--- src/rtl/tx_fifo_feed_module_pkg.sv ---
// Shared definitions for the UART transmit feed buffer: byte width,
// default FIFO geometry and the two-state sequencer encoding.
package tx_fifo_feed_module_pkg;
  localparam int BYTE_W    = 8;
  localparam int DEF_DEPTH = 16;
  localparam int DEF_AW    = 4;

  localparam logic ST_IDLE = 1'b0;
  localparam logic ST_SEND = 1'b1;

  typedef enum logic {
    S_IDLE = ST_IDLE,
    S_SEND = ST_SEND
  } state_t;
endpackage

--- src/rtl/tx_fifo_feed_module_if.sv ---
// Application write side and transmit-stage handshake of the feed buffer.
// The overflow clear/flag pair only exists when TX_FEED_OVF_EN is defined.
interface tx_fifo_feed_module_if;
  import tx_fifo_feed_module_pkg::*;

  logic              Wr_En;
  logic [BYTE_W-1:0] Wr_Data;
  logic              Full;
  logic              Empty;
  logic              Busy;
  logic              Tx_Done_Sig;
  logic              Tx_En_Sig;
  logic [BYTE_W-1:0] Tx_Data;
`ifdef TX_FEED_OVF_EN
  logic              Ovf_Clr;
  logic              Ovf_Flag;
`endif

  // Application / transmit-stage side
  modport master (
    output Wr_En, Wr_Data, Tx_Done_Sig,
`ifdef TX_FEED_OVF_EN
    output Ovf_Clr,
    input  Ovf_Flag,
`endif
    input  Full, Empty, Busy, Tx_En_Sig, Tx_Data
  );

  // Feed buffer side
  modport slave (
    input  Wr_En, Wr_Data, Tx_Done_Sig,
`ifdef TX_FEED_OVF_EN
    input  Ovf_Clr,
    output Ovf_Flag,
`endif
    output Full, Empty, Busy, Tx_En_Sig, Tx_Data
  );
endinterface

--- src/rtl/tx_fifo_feed_module_fifo.sv ---
// tx_feed_fifo: DEPTH-entry synchronous byte FIFO. Pushes while full are
// dropped; full is the registered count, so a same-cycle pop never makes
// room for the push.
module tx_feed_fifo
  import tx_fifo_feed_module_pkg::*;
#(
  parameter int DEPTH = DEF_DEPTH,
  parameter int AW    = DEF_AW
) (
  input  logic              CLK,
  input  logic              RST_n,
  input  logic              push,
  input  logic [BYTE_W-1:0] push_data,
  input  logic              pop,
  output logic [BYTE_W-1:0] pop_data,
  output logic              full,
  output logic              empty
);
  logic [BYTE_W-1:0] mem [DEPTH];
  logic [AW-1:0]     wp, rp;
  logic [AW:0]       cnt;
  logic              push_ok, pop_ok;

  assign full     = (cnt == (AW+1)'(DEPTH));
  assign empty    = (cnt == '0);
  assign push_ok  = push && !full;
  assign pop_ok   = pop && !empty;
  assign pop_data = mem[rp];

  // Storage is deliberately left unreset
  always_ff @(posedge CLK) begin
    if (push_ok) mem[wp] <= push_data;
  end

  // Pointers wrap naturally at DEPTH (power of two); count tracks occupancy
  always_ff @(posedge CLK or negedge RST_n) begin
    if (!RST_n) begin
      wp  <= '0;
      rp  <= '0;
      cnt <= '0;
    end else begin
      if (push_ok) wp <= wp + AW'(1);
      if (pop_ok)  rp <= rp + AW'(1);
      case ({push_ok, pop_ok})
        2'b10:   cnt <= cnt + (AW+1)'(1);
        2'b01:   cnt <= cnt - (AW+1)'(1);
        default: cnt <= cnt;
      endcase
    end
  end
endmodule

--- src/rtl/tx_fifo_feed_module.sv ---
// tx_fifo_feed_module: buffers application bytes and presents them one at a
// time to the UART transmit stage, holding Tx_En_Sig/Tx_Data until
// Tx_Done_Sig. Optional sticky overflow flag under TX_FEED_OVF_EN.
module tx_fifo_feed_module
  import tx_fifo_feed_module_pkg::*;
#(
  parameter int DEPTH = DEF_DEPTH,
  parameter int AW    = DEF_AW
) (
  input  logic                 CLK,
  input  logic                 RST_n,
  tx_fifo_feed_module_if.slave bus
);
  state_t            state, state_n;
  logic              pop;
  logic              fifo_full, fifo_empty;
  logic [BYTE_W-1:0] pop_data;
  logic [BYTE_W-1:0] tx_data_q;
  logic              tx_en_q;

  tx_feed_fifo #(.DEPTH(DEPTH), .AW(AW)) u_fifo (
    .CLK       (CLK),
    .RST_n     (RST_n),
    .push      (bus.Wr_En),
    .push_data (bus.Wr_Data),
    .pop       (pop),
    .pop_data  (pop_data),
    .full      (fifo_full),
    .empty     (fifo_empty)
  );

  // State register
  always_ff @(posedge CLK or negedge RST_n) begin
    if (!RST_n) state <= S_IDLE;
    else        state <= state_n;
  end

  // Next state and pop decision; Done is ignored while idle
  always_comb begin
    state_n = state;
    pop     = 1'b0;
    case (state)
      S_IDLE: begin
        if (!fifo_empty) begin
          pop     = 1'b1;
          state_n = S_SEND;
        end
      end
      S_SEND: begin
        if (bus.Tx_Done_Sig) begin
          if (!fifo_empty) pop = 1'b1;
          else             state_n = S_IDLE;
        end
      end
      default: state_n = S_IDLE;
    endcase
  end

  // Registered transmit enable and byte; the byte only moves on a pop
  always_ff @(posedge CLK or negedge RST_n) begin
    if (!RST_n) begin
      tx_en_q   <= 1'b0;
      tx_data_q <= '0;
    end else begin
      tx_en_q <= (state_n == S_SEND);
      if (pop) tx_data_q <= pop_data;
    end
  end

  assign bus.Tx_En_Sig = tx_en_q;
  assign bus.Tx_Data   = tx_data_q;
  assign bus.Full      = fifo_full;
  assign bus.Empty     = fifo_empty;
  assign bus.Busy      = (state == S_SEND) || !fifo_empty;

`ifdef TX_FEED_OVF_EN
  logic ovf_q;

  // Sticky overflow: a new drop outranks a same-cycle clear
  always_ff @(posedge CLK or negedge RST_n) begin
    if (!RST_n)                      ovf_q <= 1'b0;
    else if (bus.Wr_En && fifo_full) ovf_q <= 1'b1;
    else if (bus.Ovf_Clr)            ovf_q <= 1'b0;
  end

  assign bus.Ovf_Flag = ovf_q;
`endif
endmodule

--- src/flat_wrapper.sv ---
// flat-port wrapper written by rule: the top's interface ports become plain ports
module tx_fifo_feed_module_flat import tx_fifo_feed_module_pkg::*;
#(
  parameter int DEPTH = DEF_DEPTH,
  parameter int AW    = DEF_AW
)
  (CLK, RST_n, bus_Wr_En, bus_Wr_Data, bus_Tx_Done_Sig, bus_Full, bus_Empty, bus_Busy, bus_Tx_En_Sig, bus_Tx_Data);
  tx_fifo_feed_module_if bus_i ();
  input  logic CLK;
  input  logic RST_n;
  input wire logic [$bits(bus_i.Wr_En)-1:0] bus_Wr_En;
  input wire logic [$bits(bus_i.Wr_Data)-1:0] bus_Wr_Data;
  input wire logic [$bits(bus_i.Tx_Done_Sig)-1:0] bus_Tx_Done_Sig;
  output wire logic [$bits(bus_i.Full)-1:0] bus_Full;
  output wire logic [$bits(bus_i.Empty)-1:0] bus_Empty;
  output wire logic [$bits(bus_i.Busy)-1:0] bus_Busy;
  output wire logic [$bits(bus_i.Tx_En_Sig)-1:0] bus_Tx_En_Sig;
  output wire logic [$bits(bus_i.Tx_Data)-1:0] bus_Tx_Data;
  assign bus_i.Wr_En = bus_Wr_En;
  assign bus_i.Wr_Data = bus_Wr_Data;
  assign bus_i.Tx_Done_Sig = bus_Tx_Done_Sig;
  assign bus_Full = bus_i.Full;
  assign bus_Empty = bus_i.Empty;
  assign bus_Busy = bus_i.Busy;
  assign bus_Tx_En_Sig = bus_i.Tx_En_Sig;
  assign bus_Tx_Data = bus_i.Tx_Data;
  tx_fifo_feed_module #(.DEPTH(DEPTH), .AW(AW)) u_core (.CLK(CLK), .RST_n(RST_n), .bus(bus_i));
endmodule
--- config.mk ---
export PLATFORM = sky130hd
export DESIGN_NAME = tx_fifo_feed_module_flat
export DESIGN_NICKNAME = d
export VERILOG_FILES = /design/src/rtl/tx_fifo_feed_module_pkg.sv /design/src/rtl/tx_fifo_feed_module_if.sv /design/src/rtl/tx_fifo_feed_module_fifo.sv /design/src/rtl/tx_fifo_feed_module.sv /design/src/flat_wrapper.sv
export SDC_FILE = /design/constraint.sdc
export NUM_CORES = 1
export LEC_CHECK = 0
export ABC_CLOCK_PERIOD_IN_PS = 2600
export CAP_MARGIN = 20
export CORE_UTILIZATION = 50
export CTS_CLUSTER_DIAMETER = 200
export DETAILED_ROUTE_END_ITERATION = 6
export GPL_TIMING_DRIVEN = 0
export PLACE_DENSITY = 0.7
export SETUP_SLACK_MARGIN = 0.2
export SYNTH_ARGS = -nofsm -noshare
export SYNTH_HDL_FRONTEND = slang
export SYNTH_SLANG_ARGS = --single-unit
--- constraint.sdc ---
create_clock -name CLK -period 2.6 [get_ports CLK]
set_clock_uncertainty 0.05 [all_clocks]
set_input_delay 0.52 -clock CLK [delete_from_list [all_inputs] [get_ports CLK]]
set_output_delay 0.52 -clock CLK [all_outputs]
set_load 0.02 [all_outputs]
==> summary.md, run 1 <==
| Metric | Value |
|---|---|
| Area growth syn-to-layout | `19.70%` |
| Worst-Margin Slew | `0.8352 ns` |
| Sequential group share of total power | `about two fifths` |
| HPWL after DPL | `around 7400 um` |
| FP Rows | `39` |
| Clk pwr share | `around 29%` |
| Main area contributors after synthesis | `edfxtp_1 64%, mux4_2 9.3%, dfrtp_1 9.1%` |
| Max FO, Critical Path | `5` |
| Vias | `3049` |
| CP Launch Type | `register` |
| DRT Pass-1 Iters | `6` |
| GR Util All Layers | `21.47%` |
| Worst-path clk slew | `about 0.060 ns` |
| Yosys warns | `0` |
| Placed Cells | `480` |
| CTS max path bufs | `2` |
| Commonest non-fill, non-tap cells in the layout | `128 x edfxtp_1, 25 x mux4_2, 21 x nor2_1, 21 x dfrtp_1, 20 x clkdlybuf4s50_1` |
| Layout cells sized above 1 | `roughly a quarter` |
| First-pass GRT wire length | `roughly 19000 um` |
| Most common cell after layout, fill and taps aside | `edfxtp_1` |
| Post-route ant nets | `0` |
| Final antenna diode count | `0` |
| Port Buf Inserts | `23` |
| Post-synth top area cell | `edfxtp_1` |
| Sw Share | `between 30% and 40%` |
| Pint | `5651 uW` |
| Peak Freq | `approximately 410 MHz` |
| Post-Layout Cell Count | `around 520` |
| Htree depth | `4` |
| Synthesized area | `slightly above 6000 um2` |
| IO Count | `24` |
| Sw Pwr | `around 2500 uW` |
| Number of fillers in the final layout | `between 800 and 900` |
| Fin. max-slew vios | `0` |
| Fin. Hold Viols | `0` |
| Leakage | `about 0.0025 uW` |
| Largest net degree at the start of global routing | `23` |
| Hold Crit Class | `in2async` |
| Final WL | `around 12000 um` |
| CP Data Required Time | `about 2.9 ns` |
| Die W | `around 110 um` |
| Gpl congestion | `0.8107` |
| Worst skew pair latency | `~0.42 ns` |
| Initial antenna violation count | `0` |
| Top sig layer | `met4` |
| Post-synthesis sequential area ratio | `72.74%` |
| Crit share post-route | `93.85%` |
| Residual DRC count | `4` |
| Fin Setup TNS | `0 ns` |
| Vias in the first global route | `3209` |
| Core region area | `approximately 12000 um2` |
| Synth unique cells | `34` |
| Setup violators final | `0` |
| Total CTS buffers | `17` |
| CTS Root Cell | `clkbuf_16` |
| #FFs+latches synth | `150` |
| Metal2 WL | `between 5000 and 6000 um` |
| Run status | `complete, but fails checks` |
| Met1 wire length | `5166 um` |
| Via/cell ratio | `just under 6` |
| Syn Inst Count | `310` |
| Max-cap violations | `0` |
| RSZ-0062 raised after global routing | `true` |
| Starting Density | `a little over half` |
| TritonCTS clock tree | `yes` |
| Peak VDD IR | `roughly 0.6 mV` |
| WHS | `~0.25 ns` |
| Total power | `between 8000 and 9000 uW` |
| Die area | `~13000 um2` |
| Final nets | `389` |
| Die H | `111.9 um` |
| Combinational Power Share | `about a third` |
| Pwr per Cell Area | `1123 nW/um2` |
| # hold bufs at CTS | `0` |
| Syn avg cell area | `just under 20 um2` |
| Max-Slew Margin vs Limit | `between 40 and 50%` |
| Routed WL per cell | `22.89 um` |
| Arr. time, crit path | `around 2.7 ns` |
| # clock sinks | `150` |
| Crit Path Class | `reg2reg` |
| Worst setup EP type | `register` |
| Net Count, Synth | `332` |
| WL met3 | `about 760 um` |
| Iteration-0 DRC Markers | `185` |
| Failing checks | `DRC` |
| Fin crit period | `~2.4 ns` |
| Post-synth top area share | `63.63%` |
| Grt ovf | `0` |
what timing repair did:
item / 4_1_cts / 5_1_grt
pin swaps: 1 / 2
setup buffers: 9 / 1
resized for setup: 6 / 11
endpoints found under the setup margin: 5 / 20
hold endpoints to repair: 0 / 0
worst paths after layout:
check	start	to	slack [ns]	cells after the start
setup / recovery	u_core.u_fifo.cnt[2]	u_core.u_fifo.cnt[4]	0.16	10
hold / removal	RST_n	u_core.bus.Tx_Data[5]	0.25	1
setup reg to reg	u_core.u_fifo.cnt[2]	u_core.u_fifo.cnt[4]	0.16	10
hold reg to reg	u_core.u_fifo.cnt[4]	u_core.u_fifo.cnt[4]	0.50	1
max in group asynchronous	RST_n	u_core.u_fifo.cnt[2]	1.84	2
min in group CLK	u_core.u_fifo.cnt[4]	u_core.u_fifo.cnt[4]	0.50	1
flip-flops by register name (all words and copies together), names as in the netlist:
register / count
u_core.u_fifo.cnt: 5
u_core.u_fifo.wp: 4
u_core.state: 1
u_core.bus.Tx_Data: 8
u_core.u_fifo.mem: 128
u_core.u_fifo.rp: 4
cell type report:
class	count	area [um2]	area share [%]
Sequential cell	150	4395	60.79
Multi-Input combinational cell	138	1567	21.66
Clock buffer	17	425.4	5.883
Timing Repair Buffer	38	367.9	5.087
Tap cell	143	178.9	2.474
Buffer	18	140.1	1.938
Clock inverter	15	138.9	1.921
Inverter	4	17.52	0.2423
cells by family (layout without fill, tap and decap cells):
logic type	after synthesis	count (layout)	share of synthesized area, %
AOI/OAI and AO/OA	25	25	2.879
xor gates and xnor gates	10	10	1.450
adders and majority gates	10	10	2.196
buffers and inverters	22	92	2.527
DFF	150	150	72.74
muxes	43	43	14.23
and+or+nand+nor	50	50	3.977
power by group through the flow:
stage          clock network, uW  registers [uW]  logic [uW]
3_3_place_gp                   0            3220        2420
3_5_place_dp                   0            3230        2470
4_1_cts                     2370            3170        2590
6_report                    2330            3180        2610
2_1_floorplan                  0            3250        1710
5_1_grt                     2450            3210        2840
critical path: stages, from the launching register on:
cell and delay [ns]:
dfrtp_2 0.42, or3_4 0.39, o31a_1 0.27, buf_6 0.14, inv_4 0.05, ha_4 0.17
ha_4 0.22, a21o_1 0.16, a21oi_2 0.15, mux2i_1 0.23, xnor2_1 0.13
synthesized netlist by cell type (all sizes together):
cell type and n:
clkbuf 1, dfrtp 22, xnor2 8, xor2 2
edfxtp 128, nor2b 2, ha 9, or2 1
mux2 2, and2 1, mux4 32, a221oi 8
a21oi 3, nor3 7, or3 1, nor2 22
o21ai 3, fa 1, o22ai 8, a21o 2
buf 17, o31a 1, mux2i 9, nand4 2
nand2b 5, nand2 9, inv 4
stage by stage:
stage | utilization, % | cell area (um2) | worst slack [ns]
6_report | 62.26 | 7231 | 0.1598
5_1_grt | 62.26 | 7231 | 0.03532
4_1_cts | 61.61 | 7156 | 0.1702
3_5_place_dp | 56.02 | 6506 | -0.2404
3_3_place_gp | 55.83 | 6484 | -0.2757
2_1_floorplan | - | 6075 | 0.2374
layer usage:
layer  track usage, %  up-vias
li1                 -     1347
met1            29.55     1603
met2            33.08       85
met3            5.498       14
met4            8.649        0
met5                0        -
Power figures use the tool's default switching activity.
==> run 2: changes to the inputs <==
- TNS_END_PERCENT: default -> 20
==> run 2 against run 1 <==
  * The flow still finishes with violations (DRC)
  * Setup slack lost 0.011 ns
  * Die area unchanged
  * Largest cell class unchanged
  * Critical path depth unchanged
  * Sequential share of layout area grew 0.69 points
  * Wire length shrank 1.7%
  * Worst hold slack gained 0.00055 ns
==> summary.md, run 2 (synthesis results as in run 1) <==
| Metric | Value |
|---|---|
| Run status | `complete, but fails checks` |
| Failing checks | `DRC` |
| RSZ-0062 raised after global routing | `true` |
| Worst-path clk slew | `0.06 ns` |
| # hold bufs at CTS | `0` |
| Htree depth | `4` |
| Starting Density | `52.01%` |
| Number of fillers in the final layout | `between 800 and 900` |
| Grt ovf | `0` |
| DRT Pass-1 Iters | `6` |
| Commonest non-fill, non-tap cells in the layout | `128 x edfxtp_1, 25 x mux4_2, 22 x nor2_1` |
| TritonCTS clock tree | `yes` |
| Post-Layout Cell Count | `around 520` |
| Peak VDD IR | `0.6055 mV` |
| Residual DRC count | `4` |
| Post-layout util | `roughly 62%` |
| Place WS | `-0.2404 ns` |
| # clock sinks | `150` |
| HPWL after DPL | `7378 um` |
| Critical R2R Capture | `u_core.u_fifo.cnt[4]` |
| Die W | `around 110 um` |
| CP Launch Type | `register` |
| Leakage | `0.002472 uW` |
| Final antenna diode count | `0` |
| Final WL | `about 12000 um` |
| Post-route ant nets | `0` |
| Port Buf Inserts | `23` |
| Top reg by flops | `u_core.u_fifo.mem` |
| WHS | `around 0.25 ns` |
| Fin crit period | `between 2 and 2.5 ns` |
| Die H | `between 100 and 150 um` |
| Setup ws final | `roughly 0.15 ns` |
| Largest net degree at the start of global routing | `23` |
| Fin. max-slew vios | `0` |
| Worst setup EP type | `register` |
| Area taken by multi-input logic gates | `about 1500 um2` |
| Vias | `2991` |
| Layout cells sized above 1 | `a little under a quarter` |
| Max-Slew Margin vs Limit | `between 30% and 40%` |
| Max-cap violations | `0` |
| Hold Crit Class | `in2async` |
| Crit share post-route | `between 90% and 100%` |
| Largest register FFs | `around 130` |
| FF-to-FF setup slack | `0.15 ns` |
| Pwr per Cell Area | `around 1100 nW/um2` |
| CTS Root Cell | `clkbuf_16` |
| Worst-Margin Slew | `a little over 0.9 ns` |
| Vias in the first global route | `3148` |
| Setup violators final | `0` |
| Iteration-0 DRC Markers | `205` |
| Total CTS buffers | `17` |
| Arr. time, crit path | `about 2.7 ns` |
| Fin Setup TNS | `0 ns` |
| Worst skew pair latency | `0.42 ns` |
| Die area | `about 13000 um2` |
| Most common cell after layout, fill and taps aside | `edfxtp_1` |
| IO Count | `24` |
| Placed Cells | `480` |
| GR Util All Layers | `between 20% and 30%` |
| Routed WL per cell | `around 23 um` |
| Via/cell ratio | `between 5 and 6` |
| Fin. Hold Viols | `0` |
| Crit Path Class | `reg2reg` |
| Area growth syn-to-layout | `18.39%` |
| FP Rows | `39` |
| Core region area | `11610 um2` |
| Cells on worst reg2reg path | `10` |
| CTS max path bufs | `2` |
| Final nets | `about 380` |
| R2r startpoint | `u_core.u_fifo.cnt[2]` |
| First-pass GRT wire length | `around 18000 um` |
| Gpl congestion | `just over 0.8` |
| FF+latch area | `approximately 4400 um2` |
| CP Data Required Time | `2.89 ns` |
| Peak Freq | `407.9 MHz` |
| Initial antenna violation count | `0` |
| Max FO, Critical Path | `6` |
[run 2: cell types whose count changed in the layout (fill, tap and decap cells not counted), sizes merged]
cell / change
clkdlybuf4s15: -2
dlygate4sd2: +2
buf: -5
[run 2: how the worst max path moves through the flow]
stage	from	to	slack, ns	cells past startpoint
final	u_core.u_fifo.cnt[2]	u_core.u_fifo.cnt[4]	0.15	10
after global routing	u_core.u_fifo.cnt[2]	u_core.u_fifo.cnt[4]	0.04	10
after CTS	u_core.u_fifo.cnt[2]	u_core.u_fifo.cnt[4]	0.06	10
after detailed placement	bus_Tx_Done_Sig	u_core.u_fifo.cnt[4]	-0.24	10
after global placement	bus_Wr_En	u_core.u_fifo.mem[2][5]	-0.28	5
after floorplan	u_core.u_fifo.cnt[2]	u_core.u_fifo.cnt[4]	0.24	10
[run 2: report_power, final]
part / total, uW / switching, uW / internal (uW)
clock network: 2340 / 941 / 1390
logic: 2500 / 1300 / 1210
registers: 3190 / 187 / 3000
total: 8030 / 2430 / 5600
[run 2: timing repair]
action	4_1_cts	5_1_grt
setup buffers	0	5
setup endpoints to repair	5	10
gates resized for setup	4	4
pin swaps	0	3
hold endpoints to repair	0	0
[run 2: through the flow]
stage                     power, uW  cell area [um2]
final                          8027             7152
after detailed placement       5702             6506
after CTS                      8048             7072
after global routing           8404             7152
after global placement         5632             6484
after floorplan                4960             6075
[run 2: critical path: stages, from the launching register on]
cell and delay, ns:
dfrtp_2 0.42, or3_4 0.41, o31a_1 0.26, buf_6 0.13, inv_2 0.06, ha_4 0.18, ha_4 0.21, a21o_1 0.16
a21oi_2 0.14, mux2i_1 0.23, xnor2_1 0.13
[run 2: layout make-up]
type / instances / area share, %
clock inverters: 15 / 1.942
multi-input cells: 138 / 21.43
flip-flops and latches: 150 / 61.48
inverters: 4 / 0.2099
plain buffers: 18 / 1.959
clock buffers: 17 / 5.948
well taps: 143 / 2.502
repair buffers: 33 / 4.531
[run 2: per-layer routing]
metal  up-vias  wire (um)  GRT usage [%]
met3        16        572          5.498
met4         0        209          8.649
met1      1553       5343          29.24
li1       1342          -              -
met2        80       5646          32.34
met5         -          0              0
